`src/rtl/series_ctrl_p.sv`:
```
// Control FSM for the series-evaluation datapath.
// Loads x, runs NTERMS multiply/accumulate rounds, then pulses done.
module series_ctrl_p #(
    parameter int NTERMS     = 4,
    parameter int MULT_STEPS = 4,
    parameter int X_STEPS    = 2,
    parameter int ROM_AW     = 4,
    parameter int TW         = 3
) (
    input  logic              clock,
    input  logic              reset,
    input  logic              start,
    input  logic              alt,
    input  logic              abort,
    output logic              ready,
    output logic              busy,
    output logic              done,
    output logic              ldx,
    output logic              initt,
    output logic              initr,
    output logic              ldt,
    output logic              sel_rom,
    output logic [ROM_AW-1:0] rom_addr,
    output logic              ldr,
    output logic              add_sub,
    output logic [TW-1:0]     term_idx
);

    localparam int SW = (MULT_STEPS > 1) ? $clog2(MULT_STEPS) : 1;

    typedef enum logic [2:0] {
        IDLE,
        INIT,
        LOAD,
        MULT,
        ACC,
        DONE
    } state_t;

    state_t        state;
    state_t        state_n;
    logic [SW-1:0] s;
    logic          alt_q;
    logic          last_step;
    logic          last_term;
    logic          rom_step;

    assign last_step = (s == SW'(MULT_STEPS - 1));
    assign last_term = (term_idx == TW'(NTERMS - 1));
    assign rom_step  = (state == MULT) && (int'(s) >= X_STEPS);

    always_ff @(posedge clock or posedge reset) begin
        if (reset) begin
            state <= IDLE;
        end else begin
            state <= state_n;
        end
    end

    // Counters freeze on abort so the aborted position stays visible.
    always_ff @(posedge clock or posedge reset) begin
        if (reset) begin
            s        <= '0;
            term_idx <= '0;
            rom_addr <= '0;
            alt_q    <= 1'b0;
        end else begin
            case (state)
                INIT: begin
                    s        <= '0;
                    term_idx <= '0;
                    rom_addr <= '0;
                    if (!start && !abort) begin
                        alt_q <= alt;
                    end
                end
                MULT: begin
                    if (!abort) begin
                        s <= last_step ? '0 : s + SW'(1);
                        if (rom_step) begin
                            rom_addr <= rom_addr + ROM_AW'(1);
                        end
                    end
                end
                ACC: begin
                    if (!abort && !last_term) begin
                        term_idx <= term_idx + TW'(1);
                    end
                end
                default: ;
            endcase
        end
    end

    always_comb begin
        state_n = state;
        case (state)
            IDLE: if (start) state_n = INIT;
            INIT: begin
                if (abort) begin
                    state_n = IDLE;
                end else if (!start) begin
                    state_n = LOAD;
                end
            end
            LOAD: state_n = abort ? IDLE : MULT;
            MULT: begin
                if (abort) begin
                    state_n = IDLE;
                end else if (last_step) begin
                    state_n = ACC;
                end
            end
            ACC: begin
                if (abort) begin
                    state_n = IDLE;
                end else begin
                    state_n = last_term ? DONE : MULT;
                end
            end
            DONE:    state_n = IDLE;
            default: state_n = IDLE;
        endcase
    end

    always_comb begin
        ready   = (state == IDLE);
        busy    = 1'b0;
        done    = 1'b0;
        ldx     = 1'b0;
        initt   = 1'b0;
        initr   = 1'b0;
        ldt     = 1'b0;
        ldr     = 1'b0;
        sel_rom = rom_step;
        add_sub = ~(alt_q & term_idx[0]);
        case (state)
            INIT: begin
                busy  = 1'b1;
                initt = 1'b1;
                initr = 1'b1;
            end
            LOAD: begin
                busy = 1'b1;
                ldx  = 1'b1;
            end
            MULT: begin
                busy = 1'b1;
                ldt  = 1'b1;
            end
            ACC: begin
                busy = 1'b1;
                ldr  = 1'b1;
            end
            DONE:    done = 1'b1;
            default: ;
        endcase
    end

endmodule

```
`config.mk`:
```
export PLATFORM = sky130hd
export DESIGN_NAME = series_ctrl_p
export DESIGN_NICKNAME = d
export VERILOG_FILES = /design/src/rtl/series_ctrl_p.sv
export SDC_FILE = /design/constraint.sdc
export NUM_CORES = 1
export LEC_CHECK = 0
export ABC_AREA = 1
export BUFFER_PORTS_ARGS = -buffer_cell sky130_fd_sc_hd__buf_4
export CAP_MARGIN = 20
export CORE_MARGIN = 1
export CORE_UTILIZATION = 51
export DETAILED_ROUTE_END_ITERATION = 6
export PLACE_DENSITY = 0.87
export SLEW_MARGIN = 15
export SYNTH_ARGS = -nofsm -noshare
export SYNTH_HDL_FRONTEND = slang
export SYNTH_SLANG_ARGS = --single-unit
export TNS_END_PERCENT = 10
```
`constraint.sdc`:
```
create_clock -name clock -period 1.8 [get_ports clock]
set_input_delay 0.18 -clock clock [delete_from_list [all_inputs] [get_ports clock]]
set_output_delay 0.18 -clock clock [all_outputs]
set_load 0.01 [all_outputs]
```
# Word level (Yosys, flattened, before mapping)
# Index checks and enable logic that the tools add are counted.
[classes]
n_addsub = 3
magnitude_cmp = 1
eq_ne = 13
mux = 23
bitwise_logic = 2
n_reduce_logical = 15
[ops]
columns = ["operator", "count"]
rows = [
  ["2-to-1 mux 3 bit", 8],
  ["case mux 3 bit (5 select lines)", 1],
  ["== test 3 x 2 -> 1 bit, second input constant", 3],
  ["2-to-1 mux 4 bit", 2],
  ["inequality test 2 bit, second input constant", 4],
  ["case mux 4 bit (2 select lines)", 1],
  ["== test 3 bit, second input constant", 2],
  ["2-to-1 mux 1 bit", 6],
  ["2-to-1 mux 2 bit", 3],
  ["inequality test 3 bit, second input constant", 2],
  ["case mux 3 bit (2 select lines)", 1],
  ["AND reduction 2 bit", 3],
  ["AND reduction 3 bit", 2],
  ["adder 4 x 1 -> 4 bit, second input constant", 1],
  ["case mux 2 bit (2 select lines)", 1],
  ["nonzero test 2 bit", 2],
  ["OR reduction 4 bit", 1],
  ["adder 3 x 1 -> 3 bit, second input constant", 1],
  ["== test 3 x 1 -> 1 bit, second input constant", 1],
  ["logical AND 1 bit", 3],
  ["zero test 1 bit", 3],
  ["zero test 3 bit", 1],
  ["adder 2 x 1 -> 2 bit, second input constant", 1],
  ["== test 2 bit, second input constant", 1],
  ["other kinds (3)", 3],
]
[word_totals]
ff_bits = 13
inputBits = 5
out_inout_bits = 17
elab_cells = 62

# Logic depth before layout (Yosys ltp)
# Gate-level depths: netlist (run 1).
[depth]
depth_word = 5
mapped_depth = 8
mapped_depth_nobuf = 8

# Worst setup path after synthesis (run 1)
# No wires, ideal clock.
[synth_timing]
path_kind = "reg2reg"
from = "register term_idx[0]"
to = "register term_idx[2]"
setup_ns = 0.126
t_arrival_ns = 1.217
t_required_ns = 1.674
setup_slack_ns = 0.456
path_stages_with_launch = 7
n_path_buf = 0
synth_period_minus_slack_ns = 1.344
cell_sequence = "dfrtp_1 > ha_1 > ha_1 > nor2_1 > nand3_1 > nand2_1 > o21ai_0"
[synth_between]
elab_chain_len = 5
word_cells_on_any_way = 8
cone_classes = "add/sub (1); eq/ne (2); mux (2); reduce/logical (3)"
[synth_lines]
columns = ["item", "line_no", "rtl"]
rows = [
  ["start: declaration", "26", "output logic [TW-1:0] term_idx"],
  ["start signal: assignment", "87", "term_idx <= term_idx + TW'(1);"],
  ["branches (longest 5 deep; another with adder 3 x 1 -> 3 bit)", "--", ""],
]
# Parallel ways; which one is timed is not known. The select of a mux whose other input is x is not followed.
# A chain may end at the register's enable or synchronous reset.

# Worst setup path after layout (run 1)
[layout_timing]
from = "register s[0]"
to = "output sel_rom"
[layout_between]
elab_chain_len = 2
[layout_lines]
columns = ["item", "line_no", "rtl"]
rows = [
  ["start: declaration", "42", "logic [SW-1:0] s;"],
  ["start signal: assignment", "79", "s <= last_step ? '0 : s + SW'(1);"],
  ["greater-or-equal comparator 2 bit", "50", "assign rom_step = (state == MULT) && (int'(s) >= X_STEPS);"],
  ["logical AND 1 bit", "50", ""],
  ["end: declaration", "22", "output logic sel_rom,"],
]
# No other way between the ends.

==> impl_metrics.ini, run 1 <==
[die]
initial_utilization_pct = 55.4
core.rowCount = 14
chipHeight_um = 42.7
dieArea_sq_um = 1820
x_dimension_of_the_die_um = 42.7
num_io_pins = 22
design.core.area_sq_um = 1520

[critical_path]
worstSetupEndpointType = output port
crit_path_max_incr_delay_ns = 0.39
crit_fanout = 3
crit_path_top_delay_cell = sky130_fd_sc_hd__dfrtp_1
timing.critical_path.max_delay_family = flip-flops
path_cells = inv_1 > ha_1 > nor2_1 > nor2_4 > buf_4
arrival_ns = 1.43
cp.required_ns = 1.62
cp-start-kind = register
crit_buf_inv = 2
crit_type = reg -> out

[logic_synthesis]
avgSynthCellArea_sq_um = 7.47
synth.ff_latch_count = 13
synth.yosys.seq_area_share_pct = 38.5
post_synth_num_cell_types = 22
synth_top_cell_by_area = sky130_fd_sc_hd__dfrtp_1
warnings_from_yosys = 0
synth_nets = 123
synth_cells = 113
synth.cell_area_sq_um = 845
post-synth-top-area-fraction_pct = 38.5
post_synth_main_area_contributors = sky130_fd_sc_hd__dfrtp_1 (39%), sky130_fd_sc_hd__nand2_1 (13%), sky130_fd_sc_hd__nand3_1 (8.9%), sky130_fd_sc_hd__ha_1 (7.4%), sky130_fd_sc_hd__nor2_1 (5.8%)

[global_routing]
total_global_route_track_usage_pct = 20.7
grt_antenna_before_repair = 0
grt_pass1_vias = 716
grt_first_pass_wirelength_mm = 2.96
grt.overflow.total = 0
grt_start_max_net_pins = 14

[sta]
finalSetupTns_ns = 0
grt_setup_unrepaired = no
clock-skew-final_ns = 0.00566
report.final.hold_viol_count = 0
final.period_utilization_pct = 89.6
timing.final.ws_setup_ns = 0.187
slew_violations = 0
clock_period_minus_worst_slack_ns = 1.61
achievable-frequency_mhz = 620
slew_headroom_pct = 67.0
final-setup-viol-count = 0
tightest_slew_ns = 0.495

[route]
detailed_routing_iteration_count_for_the_pre_antenna_repair_pass = 4
num_vias = 820
drt-wirelength-per-cell_um = 11.9
drtAntennaViolNets = 0
wl_mm = 1.83
drt-initial-drc-count = 21
detail_route.drc_violations = 0
vias_per_cell = 5.32

[placement]
io_buffers = 21
routabilityCongestion = 0.902
placedInstanceArea_sq_um = 1010
detailedPlacementHpwl_mm = 1.38
dp_cells = 149
dpl_worst_slack_ns = 0.380

[power_and_ir_drop]
vdd.ir_drop.worst_mv = 0.939
internal-power_mw = 0.739
power-per-cell-area_nw_per_um2 = 1330
power_switching_share_pct = 47.0
total_power_mw = 1.39
p_leak_nw = 0.584
clock_power_share_pct = 13.0
power.sequential.fraction_pct = 31.6
power.combinational.fraction_pct = 55.4
switching_power_mw = 0.654

[clock_network]
post_cts_buffers = 0
cts-buffers-inserted = 3
clkLatencyLatePin_ns = 0.27
htreeDepth = 1
tritoncts = yes
cts.path.max_buffers = 2
clk_transition_reported_paths_ns = 0.09
ctsRootBufferMaster = sky130_fd_sc_hd__clkbuf_4
cts_num_sinks = 13

[finish]
nets_finish = 149
fin_cells = 154
insertedDiodeCount = 0
stdcell_area_sq_um = 1050
final_common_cell = sky130_fd_sc_hd__nand2_1
final_layout_size_suffix_gt1_share_pct = 29.7
layout_common_cells = sky130_fd_sc_hd__nand2_1 (29), sky130_fd_sc_hd__buf_4 (21), sky130_fd_sc_hd__nand3_1 (15)
final.fill_count = 124
syn_to_final_growth_pct = 24.4

[worst_hold_path]
min-delay-path-class = in -> reg

[job]
max-cap-violations = 0

[status]
run_status = complete, no violations
## flip-flops by register name, summed over array words and instances (netlist names)
signal and count:
alt_q 1, s 2, state 3, rom_addr 4
term_idx 3
## stage by stage
step,hold WS (ns),util (%)
after floorplan,0.0570,-
after global placement,0.235,66.6
after detailed placement,0.237,66.6
after CTS,0.151,69.0
after global routing,0.165,69.0
final,0.147,69.0
## worst reg2reg max path, stage by stage, from the launching register on
cell,delay (ns)
sky130_fd_sc_hd__dfrtp_1,0.42
sky130_fd_sc_hd__ha_1,0.22
sky130_fd_sc_hd__ha_1,0.19
sky130_fd_sc_hd__nor2_1,0.09
sky130_fd_sc_hd__nand3_1,0.17
sky130_fd_sc_hd__nand2_1,0.14
sky130_fd_sc_hd__nand2_1,0.05
sky130_fd_sc_hd__o21ai_0,0.08
## final timing paths
| kind | from | to | slack [ns] | cells after the start |
|---|---|---|---|---|
| worst max-delay path | s[0]$_DFFE_PP0P_ | sel_rom | 0.19 | 5 |
| worst min-delay path | alt | alt_q$_DFFE_PP0P_ | 0.15 | 3 |
| worst max register to register | term_idx[0]$_DFFE_PP0P_ | term_idx[2]$_DFFE_PP0P_ | 0.35 | 7 |
| worst min register to register | rom_addr[3]$_DFFE_PP0P_ | rom_addr[3]$_DFFE_PP0P_ | 0.50 | 2 |
| max in group asynchronous | reset | term_idx[0]$_DFFE_PP0P_ | 0.98 | 3 |
| min in group asynchronous | reset | state[2]$_DFFE_PP0P_ | 0.49 | 3 |
## cells in the mapped netlist, drive strengths merged
cell type / n
nand2: 33
nor2: 18
nand3: 16
dfrtp: 13
inv: 13
o21ai: 7
ha: 5
nor3: 2
a21oi: 1
a31oi: 1
buf: 1
clkinv: 1
nand4: 1
xnor2: 1
## metal layers
metal  share of wire, %  vias to the layer above  GRT usage (%)
met5                  0                        -              0
met4               0.16                        0           2.50
li1                   -                      412              -
met1                 45                      378           25.3
met3                5.1                        2           3.83
met2                 49                       28           38.2
## repair_timing
item	CTS	global route
hold buffers	1	0
endpoints found under the hold margin	13	0
resized for setup	0	0
## power by group through the flow
stage          Clock [mW]  Combinational [mW]  Sequential, mW
2_1_floorplan           0               0.540           0.427
4_1_cts             0.180               0.766           0.436
3_5_place_dp            0               0.761           0.442
3_3_place_gp            0               0.739           0.438
5_1_grt             0.199               0.852           0.448
6_report            0.182               0.771           0.440
## kinds of logic (layout without fill, tap and decap cells)
group                      Yosys count  in the layout  share of synthesized area (%)
adders and majority gates            5              5                           7.41
AOI/OAI and AO/OA                    9              9                           6.82
DFF                                 13             13                           38.5
xor gates and xnor gates             1              1                           1.04
buffers and inverters               15             40                           7.11
and+or+nand+nor                     70             70                           39.1
## cell type report
type                            count  area, sq um  area share (%)
Clock buffer                        4         26.3            2.50
Timing Repair Buffer               22          168            16.0
Tap cell                           16         20.0            1.90
Multi-Input combinational cell     85          459            43.7
Sequential cell                    13          325            31.0
Inverter                           14         52.6            5.00
No activity file was read; power rests on OpenSTA's default activity.
==> inputs of run 2 (changes only) <==
--- a/config.mk
+++ b/config.mk
@@ -11,7 +11,7 @@
 export CORE_MARGIN = 1
 export CORE_UTILIZATION = 51
 export DETAILED_ROUTE_END_ITERATION = 6
-export PLACE_DENSITY = 0.87
+export PLACE_DENSITY = 0.76
 export SLEW_MARGIN = 15
 export SYNTH_ARGS = -nofsm -noshare
 export SYNTH_HDL_FRONTEND = slang
==> impl_metrics.ini, run 2 (same netlist as run 1, synthesis figures left out) <==
[finish]
nets_finish = 149
final.fill_count = 131
final_layout_size_suffix_gt1_share_pct = 29.7
number_of_flip_flops_under_the_largest_register_name = 4
final_common_cell = sky130_fd_sc_hd__nand2_1
insertedDiodeCount = 0
layout_common_cells = sky130_fd_sc_hd__nand2_1 (29), sky130_fd_sc_hd__buf_4 (21), sky130_fd_sc_hd__nand3_1 (15)
syn_to_final_growth_pct = 24.4
largest_reg_by_ff_count = rom_addr
regs_by_ff_count = rom_addr x4, state x3, term_idx x3

[sta]
achievable-frequency_mhz = 622
timing.hold.ws_ns = 0.155
clock-skew-final_ns = 0.00658
finalSetupTns_ns = 0
final-setup-viol-count = 0
slew_violations = 0
tightest_slew_ns = 0.497
report.final.hold_viol_count = 0
clock_period_minus_worst_slack_ns = 1.61
grt_setup_unrepaired = no
slew_headroom_pct = 66.8
final.period_utilization_pct = 89.3

[clock_network]
clkLatencyLatePin_ns = 0.28
htreeDepth = 1
ctsRootBufferMaster = sky130_fd_sc_hd__clkbuf_4
cts_num_sinks = 13
clk_transition_reported_paths_ns = 0.09
cts.path.max_buffers = 2
tritoncts = yes
cts-buffers-inserted = 3

[critical_path]
arrival_ns = 1.43
critical_path.reg2reg.startpoint = term_idx[0]$_DFFE_PP0P_
origin_of_the_worst_setup_path = s[0]$_DFFE_PP0P_
crit_fanout = 3
crit_type = reg -> out
cp.required_ns = 1.62
worstSetupEndpointType = output port
cp-start-kind = register

[status]
run_status = complete, no violations

[worst_hold_path]
min-delay-path-class = in -> reg
min_from = alt

[die]
dieArea_sq_um = 1820
x_dimension_of_the_die_um = 42.7
initial_utilization_pct = 55.4
design.core.area_sq_um = 1520
chipHeight_um = 42.7
num_io_pins = 22
core.rowCount = 14

[route]
detail_route.drc_violations = 0
num_vias = 800
detailed_routing_iteration_count_for_the_pre_antenna_repair_pass = 4
drt-initial-drc-count = 15
vias_per_cell = 5.19
drtAntennaViolNets = 0
wl_mm = 1.78
drt-wirelength-per-cell_um = 11.6

[power_and_ir_drop]
p_leak_nw = 0.584
vdd.ir_drop.worst_mv = 0.703
power-per-cell-area_nw_per_um2 = 1320

[global_routing]
grt_start_max_net_pins = 14
grt_antenna_before_repair = 0
grt_first_pass_wirelength_mm = 2.92
grt.overflow.total = 0
total_global_route_track_usage_pct = 21.2
grt_pass1_vias = 725

[placement]
detailedPlacementHpwl_mm = 1.42
io_buffers = 21
routabilityCongestion = 0.773

[job]
max-cap-violations = 0
## run 2: cell counts in the layout (fill, tap and decap cells not counted)
Identical to the previous run, type by type.
## run 2: worst paths after layout
path                                      endpoint  slack [ns]  cells after the start
setup / recovery                           sel_rom        0.19                      5
hold / removal                   alt_q$_DFFE_PP0P_        0.16                      3
setup reg to reg           term_idx[2]$_DFFE_PP0P_        0.35                      7
hold reg to reg                  alt_q$_DFFE_PP0P_        0.52                      2
max in group asynchronous         s[1]$_DFFE_PP0P_        0.97                      3
min in group asynchronous  term_idx[1]$_DFFE_PP0P_        0.49                      3
## run 2: area by class of cell
class	count	area, sq um	share of cell area, %
clock buffer	4	26.3	2.50
multi-input combinational	85	459	43.7
inverter	14	52.6	5.00
timing repair buffer	22	168	16.0
tap	16	20.0	1.90
sequential	13	325	31.0
## run 2: worst max-delay path, stage by stage (launching register included)
cell	delay, ns
sky130_fd_sc_hd__dfrtp_1	0.38
sky130_fd_sc_hd__inv_1	0.07
sky130_fd_sc_hd__ha_1	0.20
sky130_fd_sc_hd__nor2_1	0.29
sky130_fd_sc_hd__nor2_4	0.08
sky130_fd_sc_hd__buf_4	0.15
## run 2: through the flow
stage,instances,utilization [%],cell area [sq um],setup slack [ns],total power [mW]
after floorplan,113,-,845,0.456,0.967
after global placement,149,66.6,1010,0.446,1.19
after detailed placement,149,66.6,1010,0.386,1.20
after CTS,154,69.0,1050,0.184,1.39
after global routing,154,69.0,1050,0.136,1.49
final,154,69.0,1050,0.193,1.38
## run 2: metal layers
| metal | track usage, % | wire (um) | vias to the layer above |
|---|---|---|---|
| li1 | - | - | 416 |
| met1 | 28.1 | 864 | 364 |
| met2 | 33.9 | 840 | 18 |
| met3 | 3.83 | 65 | 2 |
| met4 | 8.75 | 14 | 0 |
| met5 | 0 | 0 | - |
## run 2: what timing repair did
item | 4_1_cts | 5_1_grt
setup buffers | 0 | 0
resized for setup | 0 | 0
endpoints found under the hold margin | 13 | 0
hold buffers | 1 | 0
setup endpoints to repair | 0 | 0
## run 2: where the power goes
group,switching [mW],total [mW],internal (mW)
Combinational,0.467,0.764,0.297
Clock,0.0993,0.185,0.0858
Sequential,0.0802,0.435,0.355
Total,0.647,1.38,0.738
